File: src/rtl/int_ctrl_pkg.sv
// Shared definitions for the interrupt controller: register offsets, window base
// and the HWInt priority helper.
package int_ctrl_pkg;

  localparam logic [1:0] OFF_ACK  = 2'd0;
  localparam logic [1:0] OFF_MASK = 2'd1;
  localparam logic [1:0] OFF_PEND = 2'd2;
  localparam logic [1:0] OFF_EDGE = 2'd3;

  localparam logic [31:0] WIN_BASE = 32'h0000_7F20;
  localparam int          HWINT_W  = 6;

  // Lowest set bit index of the masked vector; 0 when nothing is set.
  function automatic logic [2:0] lowest_idx(input logic [HWINT_W-1:0] v);
    logic [2:0] r;
    r = '0;
    for (int i = HWINT_W - 1; i >= 0; i--) begin
      if (v[i]) r = 3'(i);
    end
    return r;
  endfunction

endpackage

File: src/rtl/int_src_cell.sv
// One interrupt source: sample register, edge/level set term and the pending latch.
module int_src_cell (
  input  logic clk,
  input  logic reset,
  input  logic src,
  input  logic edge_mode,
  input  logic clear,
  output logic pending
);

  logic src_q;
  logic set;

  // src_q tracks src in both modes so a level->edge switch never fakes an edge.
  assign set = edge_mode ? (src & ~src_q) : src;

  always_ff @(posedge clk or negedge reset) begin
    if (!reset) begin
      src_q   <= 1'b0;
      pending <= 1'b0;
    end else begin
      src_q   <= src;
      pending <= (pending & ~clear) | set;
    end
  end

endmodule

File: src/rtl/int_ctrl.sv
// Memory-mapped interrupt controller: pending latches, mask, edge config,
// ID priority readback and the external-interrupt ACK pulse.
module int_ctrl
  import int_ctrl_pkg::*;
#(
  parameter int              NSRC     = 4,
  parameter int              EXT_IDX  = 2,
  parameter logic [NSRC-1:0] EDGE_RST = 4'b0100
) (
  input  logic               clk,
  input  logic               reset,
  input  logic               sel,
  input  logic [1:0]         addr,
  input  logic [3:0]         byteen,
  input  logic [31:0]        wdata,
  output logic [31:0]        rdata,
  input  logic [NSRC-1:0]    src,
  output logic [HWINT_W-1:0] hwint,
  output logic               irq_any,
  output logic               ext_ack
);

  logic               wr;
  logic               wr_b0;
  logic [NSRC-1:0]    mask;
  logic [NSRC-1:0]    edge_mode;
  logic [NSRC-1:0]    pending;
  logic [NSRC-1:0]    clear;
  logic [HWINT_W-1:0] hw;
  logic               unused_wdata;

  assign wr           = sel & (|byteen);
  assign wr_b0        = wr & byteen[0];
  assign unused_wdata = ^wdata[31:NSRC];

  // ACK clears the external source on any byte lane; PENDING is write-1-to-clear.
  always_comb begin
    clear = '0;
    if (wr_b0 && addr == OFF_PEND) clear = wdata[NSRC-1:0];
    if (wr && addr == OFF_ACK)     clear[EXT_IDX] = 1'b1;
  end

  for (genvar i = 0; i < NSRC; i++) begin : g_src
    int_src_cell u_cell (
      .clk       (clk),
      .reset     (reset),
      .src       (src[i]),
      .edge_mode (edge_mode[i]),
      .clear     (clear[i]),
      .pending   (pending[i])
    );
  end

  always_ff @(posedge clk or negedge reset) begin
    if (!reset) begin
      mask      <= '1;
      edge_mode <= EDGE_RST;
      ext_ack   <= 1'b0;
    end else begin
      if (wr_b0 && addr == OFF_MASK) mask      <= wdata[NSRC-1:0];
      if (wr_b0 && addr == OFF_EDGE) edge_mode <= wdata[NSRC-1:0];
      ext_ack <= wr && (addr == OFF_ACK);
    end
  end

  always_comb begin
    hw           = '0;
    hw[NSRC-1:0] = pending & mask;
  end

  assign hwint   = hw;
  assign irq_any = |hw;

  // Reads are pure decode of the registers; sel does not gate them.
  always_comb begin
    rdata = '0;
    case (addr)
      OFF_ACK: begin
        rdata[31]  = |hw;
        rdata[2:0] = lowest_idx(hw);
      end
      OFF_MASK: rdata[NSRC-1:0] = mask;
      OFF_PEND: rdata[NSRC-1:0] = pending;
      OFF_EDGE: rdata[NSRC-1:0] = edge_mode;
      default:  rdata = '0;
    endcase
  end

endmodule

File: config.mk
export PLATFORM = sky130hd
export DESIGN_NAME = int_ctrl
export DESIGN_NICKNAME = d
export VERILOG_FILES = /design/src/rtl/int_ctrl_pkg.sv /design/src/rtl/int_src_cell.sv /design/src/rtl/int_ctrl.sv
export SDC_FILE = /design/constraint.sdc
export NUM_CORES = 1
export LEC_CHECK = 0
export ABC_AREA = 1
export BUFFER_PORTS_ARGS = -buffer_cell sky130_fd_sc_hd__buf_2
export CAP_MARGIN = 10
export CORE_ASPECT_RATIO = 2
export CORE_MARGIN = 2
export CORE_UTILIZATION = 26
export DETAILED_ROUTE_END_ITERATION = 8
export MAX_ROUTING_LAYER = met4
export PLACE_DENSITY = 0.58
export REMOVE_ABC_BUFFERS = 1
export SYNTH_ARGS = -nofsm -noshare
export SYNTH_HDL_FRONTEND = slang
export SYNTH_SLANG_ARGS = --single-unit
File: constraint.sdc
create_clock -name clk -period 1.55 [get_ports clk]
set_clock_uncertainty 0.2 [all_clocks]
set_input_delay 0.155 -clock clk [delete_from_list [all_inputs] [get_ports clk]]
set_output_delay 0.155 -clock clk [all_outputs]
set_load 0.005 [all_outputs]
==> results of run 1 <==
sequential cells by signal (all words and copies together), names as in the netlist:
register,cells
g_src.u_cell.src_q,4
mask,4
edge_mode,4
g_src.u_cell.pending,4
ext_ack,1
report_power, final:
| part | total, mW | internal [mW] | switching (mW) |
|---|---|---|---|
| Clock | 0.324 | 0.182 | 0.142 |
| Combinational | 0.416 | 0.202 | 0.214 |
| Sequential | 0.566 | 0.522 | 0.0444 |
worst register-to-register path, stage by stage (launching register included):
cell and delay [ns]:
dfstp_2 0.55, inv_1 0.07, o21ai_0 0.16
layout make-up:
class                   instances  area [um2]  share of cell area
multi-input cells              99       509.2              0.3615
flip-flops and latches         17       431.7              0.3064
repair buffers                 43       291.5              0.2069
inverters                      18       67.56             0.04796
well taps                      51       63.81             0.04529
clock buffers                   4       45.04             0.03197
metal layers:
| metal | part of all wire | vias up | wire length, um |
|---|---|---|---|
| li1 | - | 457 | - |
| met1 | 0.35 | 401 | 783 |
| met2 | 0.55 | 46 | 1229 |
| met3 | 0.071 | 5 | 159 |
| met4 | 0.030 | 0 | 68 |
| met5 | 0 | - | 0 |
worst max-delay path by stage:
stage,start,endpoint,slack (ns)
after global placement,mask[3],rdata[0],0.08
after CTS,mask[1],rdata[1],-0.09
final,mask[0],rdata[1],-0.07
after global routing,mask[0],rdata[1],-0.16
after detailed placement,mask[3],rdata[0],0.08
after floorplan,mask[3],rdata[0],0.30
cells in the final DEF, fill, tap and decap left out, types with 4 or more instances in the layout:
master	instances
nand2_1	33
conb_1	29
buf_2	26
inv_1	14
o21ai_0	12
dfrtp_1	12
dlygate4sd3_1	9
dfstp_2	5
buf_4	5
nand2_4	4
inv_2	4
nand3_1	4
cells by family after synthesis:
family	Yosys count
other cells	1
buf+inv	47
flops	17
compound gates	17
simple gates	53
repair_timing:
item                                    4_1_cts  5_1_grt
resized for setup                             9       13
setup buffers                                 3        2
hold buffers                                  9        0
endpoints found under the setup margin        3        7
endpoints found under the hold margin        33        0
pin swaps                                     3        2
==> key figures, run 1 <==
Worst setup path
  – R2r endpoint: mask[1]
  – Crit Path Class: register to output port
  – Critical path endpoint category: output port
  – Most frequent CP cell: nand2_4
  – CP bufs+invs: 2
  – Critical Path RT: 1.19 ns
  – Crit path cell chain: nand2_4 > nand2_4 > inv_2 > nand3_2 > o2111ai_2 > buf_2
  – Total stage count of the critical path: 6
  – Crit path max fanout: 3
  – Slowest cell delay on critical path: 0.56 ns
  – Worst r2r src: mask[1]
  – Slowest CP cell: dfstp_2
  – Arrival time worst endpoint: 1.27 ns
  – Reg-to-reg setup timing slack: around 0.50 ns
  – Crit start category: register
  – Reg2Reg Depth: 2
  – Family with the most delay on the worst path: flip-flops

Detailed routing
  – Routed vias: approximately 910
  – WL final: 2240 um
  – Antenna viol nets, final: 0
  – Drt pass-1 iters: 3
  – Starting DRT DRC Count: 9
  – Wire per inst: 9.655 um
  – Drt via density: 3.918
  – Residual DRC count: 0

Timing
  – Slew Viols, Final: 0
  – Setup WS post-layout: -0.07499 ns
  – Tcrit/Tclk final: 1.048
  – RSZ-0062 raised after global routing: yes
  – Worst Hold Margin: roughly 0.0074 ns
  – Setup TNS: -0.3320 ns
  – Setup violators final: 6
  – Max Freq: approximately 0.62 GHz
  – Final Hold Fails: 0
  – Final Critical Period: 1.625 ns

Floorplan
  – Die area: 4639 um2
  – Initial Util: 0.2732
  – Die height: 94.34 um
  – Row cnt: 32
  – # IOs: 85
  – Core area: 3884 um2
  – Die Wd: roughly 50 um

Synthesis
  – Top-count cell post-synth: nand2_1
  – Post-synth top area cell: dfrtp_1
  – Ys flop type: dfrtp_1
  – Post-synthesis mux area share: 0
  – Post-synthesis cell area: between 1000 and 1500 um2
  – Synth Area in XOR/XNOR: 0
  – Post-synth top area share: 0.2830
  – Main combinational cell family by area after synthesis: buffers and inverters
  – Post-Synth Adder-Cell Area: 0
  – Compound-Gate Fraction of Synth Area: 0.09316
  – Commonest cells post-synth: nand2_1, buf_4, inv_1, o21ai_0, dfrtp_1
  – Post-synth ARST share: 1.000
  – Synth top area cells: dfrtp_1, buf_4, nand2_1
  – EDFF count, synth: 0
  – Yosys reg bits: 17
  – Synth Instances: between 100 and 150
  – Yosys warning count: 0
  – Mean post-synth cell area: 7.859 um2
  – Synth unique cells: 16
  – Seq/Total Area, Yosys: 0.4068
  – Simple-Gate Fraction of Synth Area: 0.2276

Global routing
  – Most Crowded Layer GR: met2
  – Global routing met3 resource utilization: 0.01899
  – First-pass GRT wire length: 3705 um
  – Vias in the first global route: ~880
  – Total GRT Usage: 0.1090
  – M2 GR Usage: 0.2061
  – Antenna violations before repair: 0
  – Pin count of the biggest net entering global routing: 18
  – Grt ovf: 0
  – Met1 Usage GRT: 0.09562

Clocking
  – CTS clk-pin slew, worst paths: 0.06 ns
  – Clock root buffer master: clkbuf_8
  – Clock buffer depth: 2
  – Clk sink count: 17
  – H-tree depth: 1
  – Number of buffers created by CTS: 3
  – CTS tree: yes
  – Clock Latency Late Sink: approximately 0.25 ns

Min path
  – Hold Crit Class: input pin to register
  – Hold depth: 3
  – Hold Path Sink: ext_ack
  – Worst hold path startpoint: sel

Status
  – Failing checks: setup timing
  – Status: finished, violations left

Layout
  – Nets: 227
  – Layout cell share with drive strength beyond 1: 0.3370
  – Number of diodes: 0
  – Layout fillers: ~430
  – Post-route insts no fill: 232
  – Design Area, Final: 1409 um2
  – Layout area overhead: 32.78%
  – Final Util: 0.3628

Placed design
  – DP HPWL: 1802 um
  – Setup WS pre-CTS: around 0.082 ns
  – Port Buffers: 27
  – GPL Wtd Cong: 0.8111
  – DP Area: between 1000 and 1500 um2
  – Placed Cells: 214

Power
  – Leakage: 0.7337 nW
  – Peak supply drop: 0.0004960 V
  – Cell Pwr Density: 927.4 nW/um2
  – Final Power: 1.307 mW

Run
  – MaxCap Viol Count: 0
(Power assumes the default switching activity.)
==> inputs of run 2 (changes only) <==
--- a/config.mk
+++ b/config.mk
@@ -11,10 +11,11 @@
 export CORE_ASPECT_RATIO = 2
 export CORE_MARGIN = 2
 export CORE_UTILIZATION = 26
+export CTS_CLUSTER_SIZE = 25
 export DETAILED_ROUTE_END_ITERATION = 8
 export MAX_ROUTING_LAYER = met4
-export PLACE_DENSITY = 0.58
 export REMOVE_ABC_BUFFERS = 1
 export SYNTH_ARGS = -nofsm -noshare
 export SYNTH_HDL_FRONTEND = slang
 export SYNTH_SLANG_ARGS = --single-unit
+export TNS_END_PERCENT = 100
==> run 2 against run 1 <==
The flow still finishes with violations (setup timing). Sequential share of layout area rose by 0.30 points. Hold slack improved by 0.0046 ns. Sequential power barely moved. Worst setup slack got worse by 0.013 ns.
==> key figures, run 2 (synthesis results as in run 1) <==
Status
  – Status: finished, violations left
  – Failing checks: setup timing

Detailed routing
  – Drt via density: 3.974 (+1.4%)
  – Antenna viol nets, final: 0 (unchanged)
  – Starting DRT DRC Count: 9 (unchanged)
  – Routed vias: 918 (+0.99%)
  – Wire per inst: 10.38 um (+7.5%)
  – Drt pass-1 iters: 4 (+1)
  – Residual DRC count: 0 (unchanged)
  – WL final: 2398 um (+7.1%)

Clocking
  – Clk sink count: 17 (unchanged)
  – Clock buffer depth: 2 (unchanged)
  – H-tree depth: 1 (unchanged)
  – CTS tree: yes
  – Number of buffers created by CTS: 3 (unchanged)
  – CTS clk-pin slew, worst paths: 0.07 ns (about the same)
  – Clock Latency Late Sink: 0.24 ns (about the same)
  – Clock root buffer master: clkbuf_8

Layout
  – Number of diodes: 0 (unchanged)
  – Design Area, Final: 1395 um2 (-0.98%)
  – Area of the multi-input gates: 511.7 um2 (+0.49%)
  – Layout area overhead: 31.49%
  – Final Util: 0.3592 (-0.003544)
  – Most frequent cells in the layout: nand2_1, conb_1, buf_2, inv_1
  – Sequential cell area: 431.7 um2 (unchanged)
  – Most common cell after layout, fill and taps aside: nand2_1
  – Layout cell share with drive strength beyond 1: 0.3444 (+0.007428)
  – Post-route insts no fill: 231 (-0.43%)
  – Nets: 226 (-0.44%)
  – Layout fillers: 439 (+1.4%)

Timing
  – Worst Hold Margin: 0.01207 ns (+0.004629 ns)
  – Tcrit/Tclk final: 1.057 (+0.008450)
  – Setup TNS: -0.2836 ns (+0.04841 ns)
  – Setup violators final: 4 (-2)
  – Final Critical Period: 1.638 ns (+0.01310 ns)
  – Final Hold Fails: 0 (unchanged)
  – Setup WS post-layout: -0.08808 ns (-0.01310 ns)
  – Max Freq: 0.6105 GHz (-0.80%)
  – RSZ-0062 raised after global routing: yes
  – Slew Viols, Final: 0 (unchanged)

Worst setup path
  – Reg-to-reg setup timing slack: 0.42 ns (-0.08 ns)
  – Critical path endpoint category: output port
  – Crit start category: register
  – Worst r2r src: mask[3]
  – Slowest cell delay on critical path: 0.54 ns (-0.02 ns)
  – Most frequent CP cell: nand2_2
  – Arrival time worst endpoint: 1.28 ns (about the same)
  – R2r endpoint: mask[3]
  – Crit path max fanout: 3 (unchanged)
  – Crit Path Class: register to output port
  – Crit path cell chain: nand2_2 > nand2_2 > inv_2 > buf_4 > nand3_2 > buf_2
  – Slowest CP cell: dfstp_2
  – Reg2Reg Depth: 3 (+1)
  – Critical Path RT: 1.19 ns (about the same)

Global routing
  – Pin count of the biggest net entering global routing: 18 (unchanged)
  – Grt ovf: 0 (unchanged)
  – Antenna violations before repair: 0 (unchanged)
  – Vias in the first global route: 827 (-5.6%)
  – Total GRT Usage: 0.1098 (+0.0007166)
  – First-pass GRT wire length: 3719 um (+0.38%)

Power
  – Leakage: 0.7318 nW (-0.25%)
  – Cell Pwr Density: 927.4 nW/um2 (about the same)
  – Final Power: 1.294 mW (-0.97%)
  – Peak supply drop: 0.0003201 V (-35%)

Floorplan
  – Die Wd: 49.17 um (unchanged)
  – Row cnt: 32 (unchanged)
  – Die height: 94.34 um (unchanged)
  – # IOs: 85 (unchanged)
  – Core area: 3884 um2 (unchanged)
  – Initial Util: 0.2732 (unchanged)
  – Die area: 4639 um2 (unchanged)

Min path
  – Hold Crit Class: input pin to register
  – Hold Path Sink: ext_ack
  – Worst hold path startpoint: sel
  – Hold depth: 3 (unchanged)

Placed design
  – Port Buffers: 27 (unchanged)
  – DP HPWL: 1853 um (+2.9%)
  – GPL Wtd Cong: 0.8146 (+0.43%)
  – Placed Cells: 214 (unchanged)
  – Setup WS pre-CTS: 0.1067 ns (+0.02497 ns)
  – DP Area: 1162 um2 (unchanged)

Run
  – MaxCap Viol Count: 0 (unchanged)
run 2: cell types whose count changed in the layout (fill, tap and decap cells not counted), sizes merged:
cell	delta
buf	-1
clkbuf	-1
clkinv	+1
run 2: final cells by class:
| cell class | instances | area share |
|---|---|---|
| clock buffers | 3 | 0.02960 |
| clock inverters | 1 | 0.003587 |
| inverters | 18 | 0.04843 |
| multi-input cells | 99 | 0.3668 |
| flip-flops and latches | 17 | 0.3094 |
| well taps | 51 | 0.04574 |
| repair buffers | 42 | 0.1964 |
run 2: timing repair:
action,4_1_cts,5_1_grt
endpoints found under the setup margin,4,7
gates resized for setup,9,11
hold endpoints to repair,33,0
pin swaps,4,4
buffers inserted,1,3
hold buffers,9,0
run 2: where the power goes:
part / internal (mW) / switching [mW]
sequential: 0.522 / 0.0449
clock: 0.178 / 0.143
combinational: 0.186 / 0.220
run 2: worst max-delay path: cells and delay by family, from the launching register on:
kind          cells  cell delay, ns
buf+inv           3            0.28
simple gates      3            0.22
flops             1            0.54
run 2: worst max-delay path by stage:
| stage | startpoint | end | slack, ns | depth (start not counted) |
|---|---|---|---|---|
| finish | mask[0] | irq_any | -0.09 | 6 |
| global route | mask[0] | rdata[1] | -0.16 | 6 |
| CTS | mask[2] | rdata[1] | -0.09 | 5 |
| detailed placement | mask[0] | rdata[1] | 0.11 | 6 |
| global placement | mask[3] | rdata[0] | 0.10 | 5 |
| floorplan | mask[3] | rdata[0] | 0.30 | 4 |
run 2: layer usage:
layer  vias to the layer above  share of wire  global-route usage
met5                         -              0                   -
met4                         0          0.028             0.07857
met3                         4          0.065             0.01899
met2                        49           0.58              0.2016
met1                       410           0.33             0.09870
li1                        455              -                   -
==> inputs of run 3 (changes only) <==
--- a/config.mk
+++ b/config.mk
@@ -8,13 +8,14 @@
 export ABC_AREA = 1
 export BUFFER_PORTS_ARGS = -buffer_cell sky130_fd_sc_hd__buf_2
 export CAP_MARGIN = 10
-export CORE_ASPECT_RATIO = 2
+export CORE_ASPECT_RATIO = 1.25
 export CORE_MARGIN = 2
 export CORE_UTILIZATION = 26
 export CTS_CLUSTER_SIZE = 25
 export DETAILED_ROUTE_END_ITERATION = 8
 export MAX_ROUTING_LAYER = met4
 export REMOVE_ABC_BUFFERS = 1
+export SLEW_MARGIN = 40
 export SYNTH_ARGS = -nofsm -noshare
 export SYNTH_HDL_FRONTEND = slang
 export SYNTH_SLANG_ARGS = --single-unit
==> run 3 against run 2 <==
The flow still finishes with violations (setup timing). Global-route usage is 0.072 points higher. Routed wire length up 0.21%. Flip-flop and latch count stayed put. Register-to-register slack better by 0.10 ns. Non-clock buffer count unchanged. Die area down 0.60%. Maximum frequency decreased by 1.6%. First-iteration DRC count is 33% higher. Via count increased by 1.9%. Critical endpoint is now rdata[0]. Highest routed layer unchanged.
==> key figures, run 3 (synthesis results as in run 1) <==
Status
  – Status: finished, violations left
  – Failing checks: setup timing

Layout
  – Most frequent cells in the layout: nand2_1, conb_1, buf_2, inv_1
  – Number of diodes: 0 (unchanged)
  – Post-route insts no fill: 234 (+1.3%)
  – Layout area overhead: 32.90%
  – Most common cell after layout, fill and taps aside: nand2_1
  – Final Util: 0.3665 (+0.007290)
  – Layout cell share with drive strength beyond 1: 0.3222 (-0.02222)
  – Design Area, Final: 1410 um2 (+1.1%)
  – Nets: 226 (unchanged)

Timing
  – Slew Viols, Final: 0 (unchanged)
  – Final Critical Period: 1.664 ns (+0.02615 ns)
  – Tcrit/Tclk final: 1.074 (+0.01687)
  – Max Freq: 0.6009 GHz (-1.6%)
  – Setup violators final: 4 (unchanged)
  – Setup WS post-layout: -0.1142 ns (-0.02615 ns)
  – Setup TNS: -0.3031 ns (-0.01947 ns)
  – Final Hold Fails: 0 (unchanged)
  – RSZ-0062 raised after global routing: yes

Global routing
  – Total GRT Usage: 0.1105 (+0.0007236)
  – Vias in the first global route: 814 (-1.6%)
  – First-pass GRT wire length: 3539 um (-4.8%)
  – Pin count of the biggest net entering global routing: 18 (unchanged)
  – Antenna violations before repair: 0 (unchanged)
  – Grt ovf: 0 (unchanged)

Worst setup path
  – Crit Path Class: register to output port
  – Critical path launch point: mask[2]
  – Critical Path RT: 1.19 ns (about the same)
  – Worst r2r src: mask[1]
  – Critical path endpoint category: output port
  – Crit start category: register
  – Crit path max fanout: 3 (unchanged)
  – Arrival time worst endpoint: 1.31 ns (+0.03 ns)

Power
  – Peak supply drop: 0.0002775 V (-13%)
  – Leakage: 0.7331 nW (+0.17%)
  – Cell Pwr Density: 924.2 nW/um2 (-0.35%)

Clocking
  – Clock root buffer master: clkbuf_8
  – CTS tree: yes
  – Clock buffer depth: 2 (unchanged)
  – Clk sink count: 17 (unchanged)
  – CTS clk-pin slew, worst paths: 0.07 ns (about the same)
  – Number of buffers created by CTS: 3 (unchanged)
  – Clock Latency Late Sink: 0.25 ns (about the same)
  – H-tree depth: 1 (unchanged)

Detailed routing
  – Residual DRC count: 0 (unchanged)
  – Starting DRT DRC Count: 12 (+3)
  – Drt pass-1 iters: 4 (unchanged)
  – Routed vias: 935 (+1.9%)
  – Wire per inst: 10.27 um (-1.1%)
  – WL final: 2403 um (+0.21%)
  – Antenna viol nets, final: 0 (unchanged)
  – Drt via density: 3.996 (+0.55%)

Floorplan
  – Die Wd: 61.14 um (+24%)
  – # IOs: 85 (unchanged)
  – Die height: 75.42 um (-20%)
  – Row cnt: 25 (-22%)
  – Die area: 4611 um2 (-0.60%)
  – Core area: 3847 um2 (-0.93%)
  – Initial Util: 0.2758 (+0.002576)

Placed design
  – Placed Cells: 218 (+1.9%)
  – Port Buffers: 27 (unchanged)
  – DP Area: 1174 um2 (+0.97%)
  – GPL Wtd Cong: 0.8524 (+4.6%)
  – DP HPWL: 1793 um (-3.2%)

Min path
  – Hold Crit Class: input pin to register
  – Worst hold path startpoint: byteen[1]

Run
  – MaxCap Viol Count: 0 (unchanged)
run 3: timing repair:
action / CTS / global route
pin swaps: 2 / 3
buffers inserted: 3 / 1
hold buffers: 10 / 0
hold endpoints to repair: 34 / 0
resized for setup: 12 / 10
cloned: 0 / 0
endpoints found under the setup margin: 4 / 8
run 3: area by class of cell:
| cell class | count | area (um2) |
|---|---|---|
| Sequential cell | 17 | 431.7 |
| Multi-Input combinational cell | 99 | 500.5 |
| Timing Repair Buffer | 42 | 296.5 |
| Clock buffer | 3 | 41.29 |
| Clock inverter | 1 | 5.005 |
| Tap cell | 54 | 67.56 |
| Fill cell | 424 | 2437 |
| Inverter | 18 | 67.56 |
run 3: critical path, cell delays in order (launching register included):
cell and delay [ns]:
dfstp_2 0.54, nand2_2 0.07, inv_2 0.06, o21ai_1 0.06, nand3_1 0.06, nand4_1 0.11, buf_2 0.15
run 3: per-layer routing:
metal | share of wire | GRT usage | up-vias
li1 | - | - | 458
met1 | 0.42 | 0.1224 | 430
met2 | 0.48 | 0.1868 | 41
met3 | 0.081 | 0.02377 | 6
met4 | 0.022 | 0.05072 | 0
met5 | 0 | - | -
run 3: report_power, final:
group          switching (mW)  internal (mW)
Combinational           0.218          0.193
Clock                   0.152          0.179
Sequential             0.0405          0.521
run 3: final timing paths:
kind	endpoint	slack (ns)	cells after the start
max	rdata[0]	-0.11	6
min	ext_ack	0.07	5
max reg2reg	mask[1]	0.52	2
min reg2reg	g_src[3].u_cell.pending	0.29	3
max in group asynchronous	mask[1]	0.67	2
min in group asynchronous	g_src[2].u_cell.src_q	0.16	2
run 3: stage by stage:
step	hold WS (ns)	setup WS (ns)	power [mW]
5_1_grt	0.1130	-0.1765	1.393
3_3_place_gp	-0.09872	0.08598	0.8587
3_5_place_dp	-0.09877	0.07327	0.8643
6_report	0.06658	-0.1142	1.303
2_1_floorplan	-0.3406	0.3026	0.7189
4_1_cts	0.06639	-0.1140	1.271
